File: src/rtl/clk_gen_ds_multi.sv
// clk_gen_ds_multi: multi-channel programmable clock divider with shadowed, glitch-free config updates.
// Optional per-channel period-complete strobes on tick_o when CLK_GEN_DS_TICK_EN is defined.
module clk_gen_ds_multi #(
    parameter int channels_p = 4,
    parameter int width_p    = 8,
    localparam int ch_w_lp   = (channels_p > 1) ? $clog2(channels_p) : 1
) (
    input  logic                  clk_i,
    input  logic                  reset_i,
    input  logic                  cfg_v_i,
    output logic                  cfg_ready_o,
    input  logic [ch_w_lp-1:0]    cfg_ch_i,
    input  logic [width_p-1:0]    cfg_div_i,
    input  logic                  cfg_en_i,
    input  logic                  sync_i,
    output logic [channels_p-1:0] clk_o,
    output logic [channels_p-1:0] tick_o
);
    logic [width_p-1:0]    div_q [channels_p];
    logic [width_p-1:0]    div_d [channels_p];
    logic [width_p-1:0]    cnt_q [channels_p];
    logic [width_p-1:0]    cnt_d [channels_p];
    logic [width_p-1:0]    sdiv_q [channels_p];
    logic [width_p-1:0]    sdiv_d [channels_p];
    logic [channels_p-1:0] en_q, en_d, out_q, out_d, sen_q, sen_d, pend_q, pend_d;
    logic [channels_p-1:0] wr, wrap, fin;

    // Out-of-range channel indices never match, so they read as ready and are dropped.
    always_comb begin
        cfg_ready_o = 1'b1;
        for (int c = 0; c < channels_p; c++)
            if (cfg_ch_i == ch_w_lp'(c)) cfg_ready_o = ~pend_q[c];
    end

    always_comb begin
        for (int c = 0; c < channels_p; c++) begin
            wr[c]     = cfg_v_i & cfg_ready_o & (cfg_ch_i == ch_w_lp'(c));
            wrap[c]   = cnt_q[c] == div_q[c];
            fin[c]    = en_q[c] & wrap[c] & out_q[c];
            div_d[c]  = div_q[c];
            en_d[c]   = en_q[c];
            cnt_d[c]  = cnt_q[c];
            out_d[c]  = out_q[c];
            sdiv_d[c] = sdiv_q[c];
            sen_d[c]  = sen_q[c];
            pend_d[c] = pend_q[c];
            if (sync_i) begin
                div_d[c]  = wr[c] ? cfg_div_i : pend_q[c] ? sdiv_q[c] : div_q[c];
                en_d[c]   = wr[c] ? cfg_en_i : pend_q[c] ? sen_q[c] : en_q[c];
                cnt_d[c]  = '0;
                out_d[c]  = 1'b0;
                pend_d[c] = 1'b0;
            end else if (wr[c] & ~en_q[c]) begin
                div_d[c] = cfg_div_i;
                en_d[c]  = cfg_en_i;
                cnt_d[c] = '0;
                out_d[c] = 1'b0;
            end else if (fin[c] & pend_q[c]) begin
                div_d[c]  = sdiv_q[c];
                en_d[c]   = sen_q[c];
                cnt_d[c]  = '0;
                out_d[c]  = 1'b0;
                pend_d[c] = 1'b0;
            end else begin
                if (wr[c]) begin
                    sdiv_d[c] = cfg_div_i;
                    sen_d[c]  = cfg_en_i;
                    pend_d[c] = 1'b1;
                end
                if (en_q[c]) begin
                    cnt_d[c] = wrap[c] ? '0 : cnt_q[c] + 1'b1;
                    out_d[c] = out_q[c] ^ wrap[c];
                end
            end
        end
    end

    always_ff @(posedge clk_i) begin
        for (int c = 0; c < channels_p; c++) begin
            div_q[c]  <= reset_i ? '0 : div_d[c];
            cnt_q[c]  <= reset_i ? '0 : cnt_d[c];
            sdiv_q[c] <= reset_i ? '0 : sdiv_d[c];
        end
        en_q   <= reset_i ? '0 : en_d;
        out_q  <= reset_i ? '0 : out_d;
        sen_q  <= reset_i ? '0 : sen_d;
        pend_q <= reset_i ? '0 : pend_d;
    end

    assign clk_o = out_q;

`ifdef CLK_GEN_DS_TICK_EN
    logic [channels_p-1:0] tick_q;
    always_ff @(posedge clk_i) tick_q <= (reset_i | sync_i) ? '0 : fin;
    assign tick_o = tick_q;
`else
    assign tick_o = '0;
`endif
endmodule

File: config.mk
export PLATFORM = sky130hd
export DESIGN_NAME = clk_gen_ds_multi
export DESIGN_NICKNAME = d
export VERILOG_FILES = /design/src/rtl/clk_gen_ds_multi.sv
export SDC_FILE = /design/constraint.sdc
export NUM_CORES = 1
export LEC_CHECK = 0
export BUFFER_PORTS_ARGS = -buffer_cell sky130_fd_sc_hd__buf_2
export CAP_MARGIN = 0
export CORE_AREA = 2 2 111 86
export CTS_BUF_LIST = sky130_fd_sc_hd__clkbuf_8
export DETAILED_ROUTE_END_ITERATION = 12
export DIE_AREA = 0 0 113 88
export PLACE_DENSITY = 0.79
export SLEW_MARGIN = 40
export SYNTH_ARGS = -nofsm -noshare
export SYNTH_HDL_FRONTEND = slang
export SYNTH_SLANG_ARGS = --single-unit
File: constraint.sdc
create_clock -name clk_i -period 2.2 [get_ports clk_i]
set_clock_uncertainty 0.2 [all_clocks]
set_input_delay 0 -clock clk_i [delete_from_list [all_inputs] [get_ports clk_i]]
set_output_delay 0 -clock clk_i [all_outputs]
set_load 0.01 [all_outputs]
---- Word level (Yosys, flattened, before mapping) ----
Memory sizes are Yosys's and may differ from the RTL's.
Index checks and enable logic that the tools add are counted.
word-level totals
  input port bits ......................... 15
  RAM bits ................................ 96
  memories kept ........................... 3
  bits in registers ....................... 16
cells by class
  muxes and demuxes ....................... 100
  add/sub/neg operators ................... 4
  bitwise operators ....................... 42
  reductions and logical operators ........ 26
  equality and inequality tests ........... 11
memories
  name    words  width  read ports  clocked after memory_dff  write ports  RTL line  text
  cnt_q   4      8      4           0                         4            21        logic [width_p-1:0] cnt_q [channels_p];
  div_q   4      8      4           0                         4            19        logic [width_p-1:0] div_q [channels_p];
  sdiv_q  4      8      4           0                         4            23        logic [width_p-1:0] sdiv_q [channels_p];
operators with widths
  kind                                                                      count
  8-bit two-way mux                                                         68
  8-bit by 1-bit adder with 8-bit output (second input constant)            4
  8-bit equality test                                                       4
  1-bit two-way mux                                                         32
  1-bit bitwise AND                                                         21
  1-bit inverter                                                            17
  2-bit AND reduction                                                       8
  4-bit AND reduction                                                       4
  4-bit OR reduction                                                        4
  3-bit by 1-bit inequality test with 1-bit output (second input constant)  4
  3-bit nonzero test                                                        4
  2-bit nonzero test                                                        4
  2-bit equality test (second input constant)                               2
  1-bit bitwise XOR                                                         4
  2-bit by 1-bit equality test with 1-bit output (second input constant)    1
  2-bit zero test                                                           1
  2-bit OR reduction                                                        1

---- Longest topological paths before layout ----
Gate-level depths: netlist of the first run.
  word-level depth ........................ 12
  gate-level depth with buffers ........... 7
  gate-level depth less buffers ........... 5

---- Worst setup path before layout of the first run ----
OpenSTA, ideal clock, no wires.
  path type ............................... register -> register
  from .................................... memory cnt_q[0][0]
  to ...................................... memory div_q[0][0]
  data required time ...................... 1.879 ns
  cell stages (with the launch flop) ...... 6
  path buffers ............................ 0
  slack ................................... 0.300 ns
  arrival time ............................ 1.579 ns
  cell sequence ........................... dfxtp_1 > xnor2_1 > nand4_1 > nor4_4 > a31oi_4 > mux2_2
RTL lines
  what         RTL line
  from (decl)  21
  to (decl)    19

==> results.md, run 1 <==
- CTS buffer count: 9
- Number of cell rows: 30
- R2r worst-path depth: 5
- Reg-to-reg startpoint: cnt_q[0][0]
- Yosys top cell by area: dfxtp_1
- Synth cell count leaders: dfxtp_1 (112), nor2_1 (89), mux2i_1 (75)
- Mux cell area share after synthesis: 16.3%
- Synth warn: 0
- Max_cap viols: 0
- GPL Wtd Cong: 0.808
- Fin nets: 601
- Vias: 3,925
- Initial drt markers: 261
- Async set-reset flop share out of synthesis: 0%
- Critical-path top delay cell: dfxtp_1
- Crit path capture type: flop
- Synth top area cells: dfxtp_1 (42%), mux2i_1 (14%), xnor2_1 (6.4%)
- Post-Layout Inst Area: 5880 um2
- Main flop type after synthesis: dfxtp_1
- CP startpoint kind: flop
- Clk buf depth: 2
- Design Power: 0.00357 W
- Critical path data arrival time: 2.10 ns
- Leakage: 2.50 nW
- CTS sink count: 112
- Yosys reg bits: 112
- Hold Path Stages: 2
- Post-synth EDFFs: 0
- GRT Total Usage: 23.1%
- Slew at the pin closest to its max-slew limit: 0.625 ns
- P per Cell Area: 607 nW/um2
- Largest family of logic cells by synthesized area: simple AND/OR/NAND/NOR gates
- Via/cell ratio: 5.62
- Core footprint: 8860 um2
- Slowest cell delay on critical path: 0.49 ns
- Number of diodes: 0
- Post-Syn Area per Cell: 9.66 um2
- Share of cells above drive strength 1: 14.3%
- Setup Viol. Count Final: 0
- Violated checks: DRC
- Vias in the first global route: 3,826
- Root Buffer: clkbuf_8
- Max_slew headroom: 58.2%
- Sequential area share after synthesis: 41.8%
- Post-Synth Adder-Cell Area: 0.933%
- DRT antenna net count: 0
- Post-CTS setup buffer count: 0
- Hold Vio Cnt, Final: 0
- Outcome: complete, but fails checks
- Starting Density: 60.5%
- Netlist cell types: 51
- Min Tclk post-route: 2.04 ns
- Area delta synth->final: 9.71%
- Xor and xnor fraction of the mapped netlist area: 10.5%
- Die footprint: 9940 um2
- Post-DP HPWL: 7.81 mm
- Largest net degree at the start of global routing: 64
- RSZ-0062 raised after global routing: no
- Grt ovf: 0
- # IOs: 24
- First-pass GRT wire length: 18.2 mm
- Worst-path clk slew: 0.10 ns
- Maximum VDD drop: 0.362 mV
- Req. time, crit path: 2.27 ns
- H-tree lvl count: 3
- Final wirelength: 10.9 mm
- First-pass DRT Iterations: 9
- Chip width: 113 um
- Max Slew Vio Count: 0
- Initial antenna violation count: 0
- Fin cells: 699
- Post-synthesis simple-gate area fraction: 17.4%
- Final Core Density: 66.4%
- Yosys top cell area share: 41.8%
- Crit. Startpoint: cnt_q[0][0]
- Mapped Cells: 555
- Setup TNS: 0 ns
- Die Ht: 88 um
- Final worst-path cycle share: 92.7%
- Startpoint of the worst hold path: sen_q[0]
- DR WL/cell: 15.6 um
- Achievable Freq: 0.491 GHz
- Class of the worst hold path: reg2reg
- CTS tree: done
- Top-count cell post-synth: dfxtp_1
- Cell area after synthesis: 5360 um2
- DRC viols: 3
- Clock Latency Late Sink: 0.37 ns
- IO buf count: 19
- Area after DPL: 5540 um2
- Critical-path cell list: xnor2_1 -> nand4_1 -> nor4_4 -> a31oi_4 -> mux2_2
- Placed instance count: 669
- Post-synthesis compound-gate area fraction: 8.49%
- Crit path kind: reg2reg
- Crit path max fanout: 9
==> flip-flops by register name, summed over array words and instances (netlist names) <==
name    cells
clk_o       4
pend_q      4
sen_q       4
div_q      32
en_q        4
sdiv_q     32
cnt_q      32
==> final timing paths <==
check                end  slack (ns)
max          div_q[0][1]        0.16
min             sen_q[0]        0.30
max reg2reg  div_q[0][1]        0.16
min reg2reg     sen_q[0]        0.30
==> area by class of cell <==
cell class                 instances  area, um2
tap                              112        140
fill                             688       2980
inverter                           7       26.3
clock inverter                     5       31.3
multi-input combinational        400       2910
timing repair buffer              52        378
clock buffer                      11        151
sequential                       112       2240
==> kinds of logic (layout without fill, tap and decap cells) <==
kind of cell    after synthesis  count (layout)
mux                          85              85
fa+ha+maj                     4               4
buf+inv                      46              75
compound gates               61              61
flops                       112             112
simple gates                182             182
other cells                   1               4
xor+xnor                     64              64
==> where the power goes <==
group          internal [W]  total [W]  switching [W]
logic              0.000145   0.000335       0.000190
clock network      0.000470    0.00114       0.000669
registers           0.00206    0.00210      0.0000346
==> per-stage QoR <==
stage / hold slack, ns / worst slack (ns)
3_3_place_gp: 0.178 / 0.113
4_1_cts: 0.308 / 0.0337
2_1_floorplan: -0.0561 / 0.300
5_1_grt: 0.333 / 0.0418
3_5_place_dp: 0.185 / 0.0489
6_report: 0.301 / 0.161
==> timing repair <==
item                                    CTS  global route
gates resized for setup                   0             4
endpoints found under the hold margin    78             0
hold buffers                             14             0
endpoints found under the setup margin    0            19
==> worst max-delay path: cells and delay by family, from the launching register on <==
kind            cells  cell delay, ns
xor+xnor            1            0.15
simple gates        2            0.57
compound gates      1            0.20
flops               1            0.49
mux                 1            0.32
==> layer usage <==
layer	share of wire, %	global-route usage (%)
met5	0	0
met3	7.1	5.67
met2	46	38.2
met4	0.92	5.54
met1	46	31.0
==> cell usage in the layout, fill, tap and decap left out, types with 6 or more instances in the layout <==
master / netlist / final
inv_1: 6 / 6
and3_1: 6 / 6
nand2_1: 18 / 18
nor2b_1: 18 / 18
buf_4: 6 / 19
a21oi_1: 15 / 14
dfxtp_1: 112 / 112
mux2_2: 9 / 9
clkbuf_8: 3 / 11
mux2i_1: 75 / 75
xor2_1: 25 / 25
dlygate4sd3_1: 0 / 14
o31ai_1: 8 / 8
buf_2: 14 / 19
xnor2_1: 39 / 39
and2b_2: 6 / 6
nor2_1: 89 / 89
nand3_1: 8 / 7
nand4_1: 14 / 14
a221oi_1: 19 / 19
(Power assumes the default switching activity.)
==> run 2: changes to the inputs <==
--- a/config.mk
+++ b/config.mk
@@ -7,11 +7,11 @@
 export LEC_CHECK = 0
 export BUFFER_PORTS_ARGS = -buffer_cell sky130_fd_sc_hd__buf_2
 export CAP_MARGIN = 0
-export CORE_AREA = 2 2 111 86
-export CTS_BUF_LIST = sky130_fd_sc_hd__clkbuf_8
+export CORE_AREA = 2 2 112 87
+export CTS_BUF_LIST = sky130_fd_sc_hd__clkbuf_4 sky130_fd_sc_hd__clkbuf_8 sky130_fd_sc_hd__clkbuf_16
 export DETAILED_ROUTE_END_ITERATION = 12
-export DIE_AREA = 0 0 113 88
-export PLACE_DENSITY = 0.79
+export DIE_AREA = 0 0 114 89
+export PLACE_DENSITY = 0.77
 export SLEW_MARGIN = 40
 export SYNTH_ARGS = -nofsm -noshare
 export SYNTH_HDL_FRONTEND = slang
==> run 2 against run 1 <==
Net effect: the flow now finishes without violations; sequential share of layout area shrank 0.42 points; clock-buffer cell count shrank 1; first-iteration DRC count shrank 19%; die area grew 2.0%; hold slack lost 0.27 ns; non-clock buffer count shrank 2; flip-flop and latch count is the same; critical path type unchanged.
==> results.md, run 2 (synthesis results as in run 1) <==
- Reg-to-reg startpoint: cnt_q[2][5]
- Via/cell ratio: 5.75
- Outcome: finished clean
- Grt ovf: 0
- IO buf count: 19
- Setup TNS: 0 ns
- First-pass GRT wire length: 18.7 mm
- Post-CTS setup buffer count: 0
- Max_cap viols: 0
- WL met3: 487 um
- H-tree lvl count: 3
- Worst-path clk slew: 0.07 ns
- Final worst-path cycle share: 91.8%
- Crit path capture type: flop
- Startpoint of the worst hold path: cfg_v_i
- Hold Vio Cnt, Final: 0
- Uppermost layer routed: met4
- Min Tclk post-route: 2.02 ns
- R2r worst-path depth: 5
- Initial drt markers: 212
- Routed wl met2: 5.37 mm
- Chip width: 114 um
- Die Ht: 89 um
- Starting Density: 60.0%
- Clock Latency Late Sink: 0.35 ns
- Maximum VDD drop: 0.468 mV
- Hold Path Stages: 5
- Critical-path top delay cell: or4_4
- Crit path kind: reg2reg
- Reg2reg setup slack: 0.18 ns
- P per Cell Area: 673 nW/um2
- Vias in the first global route: 3,887
- CTS sink count: 112
- Req. time, crit path: 2.22 ns
- Max_slew headroom: 53.5%
- Number of cell rows: 30
- DR WL/cell: 16.1 um
- Achievable Freq: 0.495 GHz
- Slew at the pin closest to its max-slew limit: 0.698 ns
- Share of cells above drive strength 1: 14.4%
- CP Buf/Inv Count: 0
- CP startpoint kind: flop
- Leakage: 2.54 nW
- # IOs: 24
- DRC viols: 0
- Root Buffer: clkbuf_16
- Largest net degree at the start of global routing: 36
- Area delta synth->final: 11.0%
- Critical path data arrival time: 2.04 ns
- Design Power: 0.00400 W
- GRT Total Usage: 23.5%
- First-pass DRT Iterations: 5
- Core footprint: 8930 um2
- DRT antenna net count: 0
- WL met1: 5.22 mm
- Leading cell type in the layout, fill and taps excluded: dfxtp_1
- Initial antenna violation count: 0
- Top Registers: cnt_q x32, div_q x32, sdiv_q x32
- GPL Wtd Cong: 0.809
- Reg2reg end: div_q[2][5]
- Post-DP HPWL: 7.88 mm
- Final wirelength: 11.2 mm
- Critical-path cell list: xnor2_1 -> nand4_1 -> or4_4 -> nand2_2 -> a221oi_1
- Vias: 3,998
- Most frequent cells in the layout: dfxtp_1 (111), nor2_1 (89), mux2i_1 (75)
- Class of the worst hold path: in2reg
- Hold endpoint: pend_q[0]
- Setup Viol. Count Final: 0
- RSZ-0062 raised after global routing: no
- Die footprint: 10,100 um2
- Slowest cell delay on critical path: 0.59 ns
- Crit path max fanout: 9
- CTS tree: done
- CTS buffer count: 9
- Clk buf depth: 2
- Max Slew Vio Count: 0
- Fin nets: 599
- Largest delay share family, worst path: simple AND/OR/NAND/NOR gates
- Number of diodes: 0
[run 2: power breakdown]
group	switching (W)	internal [W]	leakage, nW
clock	0.000695	0.000879	0.138
combinational	0.000192	0.000142	1.49
sequential	0.0000335	0.00206	0.906
total	0.000920	0.00308	2.54
[run 2: layout make-up]
type                    count  area [um2]
flip-flops and latches    112        2240
inverters                   7        26.3
multi-input cells         400        2910
well taps                 112         140
fillers                   720        2980
clock inverters             4        47.5
clock buffers              10         233
repair buffers             50         355
[run 2: worst min-delay path: cells and delay by family]
kind / cells / cell delay, ns
AO/OA/AOI/OAI: 1 / 0.06
buffers and inverters: 2 / 0.23
AND/OR/NAND/NOR: 2 / 0.22
[run 2: metal layers]
| metal | up-vias | track usage [%] |
|---|---|---|
| met3 | 11 | 4.88 |
| met4 | 0 | 4.77 |
| met2 | 85 | 40.9 |
| met5 | - | 0 |
| met1 | 1947 | 30.7 |
| li1 | 1955 | - |
[run 2: stage by stage]
stage | hold WS, ns | std cells | cell area [um2] | utilization, % | worst slack [ns]
detailed placement | 0.196 | 670 | 5550 | 62.1 | 0.124
finish | 0.0259 | 695 | 5950 | 66.6 | 0.180
CTS | 0.0186 | 695 | 5940 | 66.4 | 0.0421
global route | 0.0460 | 695 | 5950 | 66.6 | 0.0430
global placement | 0.179 | 670 | 5540 | 62.0 | 0.114
floorplan | -0.0561 | 558 | 5370 | - | 0.300
[run 2: timing repair]
| item | CTS | global route |
|---|---|---|
| hold buffers | 11 | 0 |
| resized for setup | 0 | 4 |
| endpoints found under the setup margin | 0 | 22 |
| endpoints found under the hold margin | 73 | 0 |
[run 2: worst max-delay path by stage]
stage,start,to,slack (ns),cells after the start
after floorplan,cnt_q[0][0],div_q[0][0],0.30,5
after global placement,cfg_ch_i[1],div_q[3][1],0.11,6
after detailed placement,pend_q[1],sdiv_q[1][5],0.12,4
after CTS,cfg_ch_i[0],sdiv_q[1][4],0.04,8
after global routing,cfg_ch_i[0],en_q[3],0.04,7
final,cnt_q[2][5],div_q[2][5],0.18,5
==> run 3: changes to the inputs <==
--- a/config.mk
+++ b/config.mk
@@ -7,11 +7,12 @@
 export LEC_CHECK = 0
 export BUFFER_PORTS_ARGS = -buffer_cell sky130_fd_sc_hd__buf_2
 export CAP_MARGIN = 0
-export CORE_AREA = 2 2 112 87
+export CORE_AREA = 2 2 118 91
 export CTS_BUF_LIST = sky130_fd_sc_hd__clkbuf_4 sky130_fd_sc_hd__clkbuf_8 sky130_fd_sc_hd__clkbuf_16
 export DETAILED_ROUTE_END_ITERATION = 12
-export DIE_AREA = 0 0 114 89
-export PLACE_DENSITY = 0.77
+export DIE_AREA = 0 0 120 93
+export HOLD_SLACK_MARGIN = 0.12
+export PLACE_DENSITY = 0.74
 export SLEW_MARGIN = 40
 export SYNTH_ARGS = -nofsm -noshare
 export SYNTH_HDL_FRONTEND = slang
==> constraint.sdc (replaced) <==
create_clock -name clk_i -period 1.7 [get_ports clk_i]
set_clock_uncertainty 0.2 [all_clocks]
set_input_delay 0 -clock clk_i [delete_from_list [all_inputs] [get_ports clk_i]]
set_output_delay 0 -clock clk_i [all_outputs]
set_load 0.01 [all_outputs]
==> run 3 against run 2 <==
Net effect: hold slack better by 0.089 ns; critical path type unchanged; clock-buffer cell count up 2; register-to-register slack worse by 0.33 ns; sequential power up 29%; flip-flop and latch count unchanged; design area up 18%; largest cell class unchanged; the flow now finishes with violations (setup timing).
==> results.md, run 3 (synthesis results as in run 1) <==
- Top Registers: cnt_q x32, div_q x32, sdiv_q x32
- Number of cell rows: 32
- P per Cell Area: 761 nW/um2
- Root Buffer: clkbuf_16
- First-pass GRT wire length: 20.6 mm
- Crit path capture type: flop
- Most Crowded Layer GR: met2
- Area delta synth->final: 31.3%
- Outcome: complete, but fails checks
- # IOs: 24
- Share of cells above drive strength 1: 36.8%
- Psw: 0.00132 W
- GPL Wtd Cong: 0.797
- Met3 global-route usage: 4.15%
- GRT Total Usage: 23.4%
- Number of diodes: 0
- Vias in the first global route: 4,331
- Maximum VDD drop: 0.560 mV
- Final setup margin: -0.152 ns
- Logic pwr share: 11.4%
- Crit path kind: reg2reg
- RSZ-0062 raised after global routing: yes
- CTS sink count: 112
- Leakage: 2.95 nW
- Final Core Density: 70.0%
- Sequential fraction of design power: 50.5%
- IO buf count: 19
- Final wirelength: 13.3 mm
- Core footprint: 10,000 um2
- CP startpoint kind: flop
- Met1 usage: 30.8%
- CTS buffer count: 9
- Internal power: 0.00404 W
- Post-DP HPWL: 8.60 mm
- Hold slack: 0.115 ns
- Starting Density: 53.3%
- Setup TNS: -3.44 ns
- Critical path data arrival time: 1.89 ns
- Fin nets: 664
- Min Tclk post-route: 1.85 ns
- Violated checks: setup timing
- Grt ovf: 0
- Die footprint: 11,200 um2
- CTS tree: done
- Leading cell type in the layout, fill and taps excluded: dfxtp_1
- Initial antenna violation count: 0
- DRT antenna net count: 0
- Max_cap viols: 0
- Final worst-path cycle share: 109%
- Clk pwr share: 38.1%
- Most frequent cells in the layout: dfxtp_1 (79), nor2_1 (77), mux2i_1 (73)
- H-tree lvl count: 3
- Worst-path clk slew: 0.07 ns
- Sw Ratio: 24.7%
- Achievable Freq: 0.540 GHz
- Critical-path cell list: xnor2_1 -> nand3_1 -> nor4_4 -> buf_4 -> a31oi_4 -> mux2_2
- Slowest cell delay on critical path: 0.33 ns
- Met2 Use GR: 39.2%
- DR WL/cell: 16.9 um
- Class of the worst hold path: in2reg
- Vias: 4,377
- Max Slew Vio Count: 0
- Hold Vio Cnt, Final: 0
- Clk buf depth: 2
- DRC viols: 0
- Critical-path top delay cell: dfxtp_2
- Via/cell ratio: 5.57
- Clock Latency Late Sink: 0.35 ns
- Largest net degree at the start of global routing: 41
- Setup Viol. Count Final: 45
- Req. time, crit path: 1.74 ns
- Initial drt markers: 180
- Crit path max fanout: 5
- First-pass DRT Iterations: 4
- Chip width: 120 um
- Die Ht: 93 um
==> run 3: cell count changes in the layout (fill, tap and decap cells not counted), moves of 4 or more <==
cell,before,now
a221oi_2,0,18
dfxtp_2,1,30
a21oi_2,1,8
xnor2_1,39,28
buf_4,20,63
dfxtp_1,111,79
a221oi_1,19,1
nor2_1,89,77
buf_6,0,13
nor2_2,0,10
xnor2_2,0,11
a21oi_1,14,7
dlygate4sd3_1,11,15
==> run 3: per-layer routing <==
layer  vias up  routed length [um]
met2       117                6590
met1      2135                5900
li1       2105                   -
met5         -                   0
met4         0                 210
met3        20                 603
==> run 3: cell type report <==
class                   instances  area, um2
multi-input cells             403       3350
fillers                       727       3010
flip-flops and latches        112       2290
repair buffers                112        912
clock buffers                  12        260
well taps                     136        170
clock inverters                 4       28.8
inverters                       7       26.3
==> run 3: timing repair <==
item	4_1_cts	5_1_grt
hold buffers	16	0
buffers inserted	7	4
setup endpoints to repair	48	91
hold endpoints to repair	88	0
cloned	4	1
pin swaps	17	57
gates resized for setup	27	83
==> run 3: critical path: cells and delay by family, from the launching register on <==
kind | cells | cell delay, ns
multiplexers | 1 | 0.31
flip-flops | 1 | 0.33
XOR/XNOR | 1 | 0.16
buffers and inverters | 1 | 0.19
AO/OA/AOI/OAI | 1 | 0.12
AND/OR/NAND/NOR | 2 | 0.42
==> run 3: final timing paths <==
check	startpoint	end	depth (start not counted)	slack, ns
setup / recovery	cnt_q[0][7]	div_q[0][0]	6	-0.15
setup reg to reg	cnt_q[0][7]	div_q[0][0]	6	-0.15
hold / removal	cfg_v_i	en_q[2]	5	0.12
hold reg to reg	sdiv_q[3][0]	sdiv_q[3][0]	2	0.30
==> run 3: power by group through the flow <==
stage	Sequential [W]	Clock (W)	Combinational (W)
after CTS	0.00271	0.00206	0.000538
after global routing	0.00271	0.00217	0.000649
final	0.00271	0.00204	0.000609
after global placement	0.00276	0	0.000451
after floorplan	0.00275	0	0.000334
after detailed placement	0.00276	0	0.000465
==> run 3: stage by stage <==
stage	setup WS [ns]	total power (W)	std cells	instance area [um2]
global placement	-0.0943	0.00321	742	6040
finish	-0.152	0.00536	786	7040
floorplan	-0.101	0.00309	558	5480
detailed placement	-0.145	0.00323	742	6040
CTS	-0.130	0.00530	785	6680
global route	-0.227	0.00554	786	7040
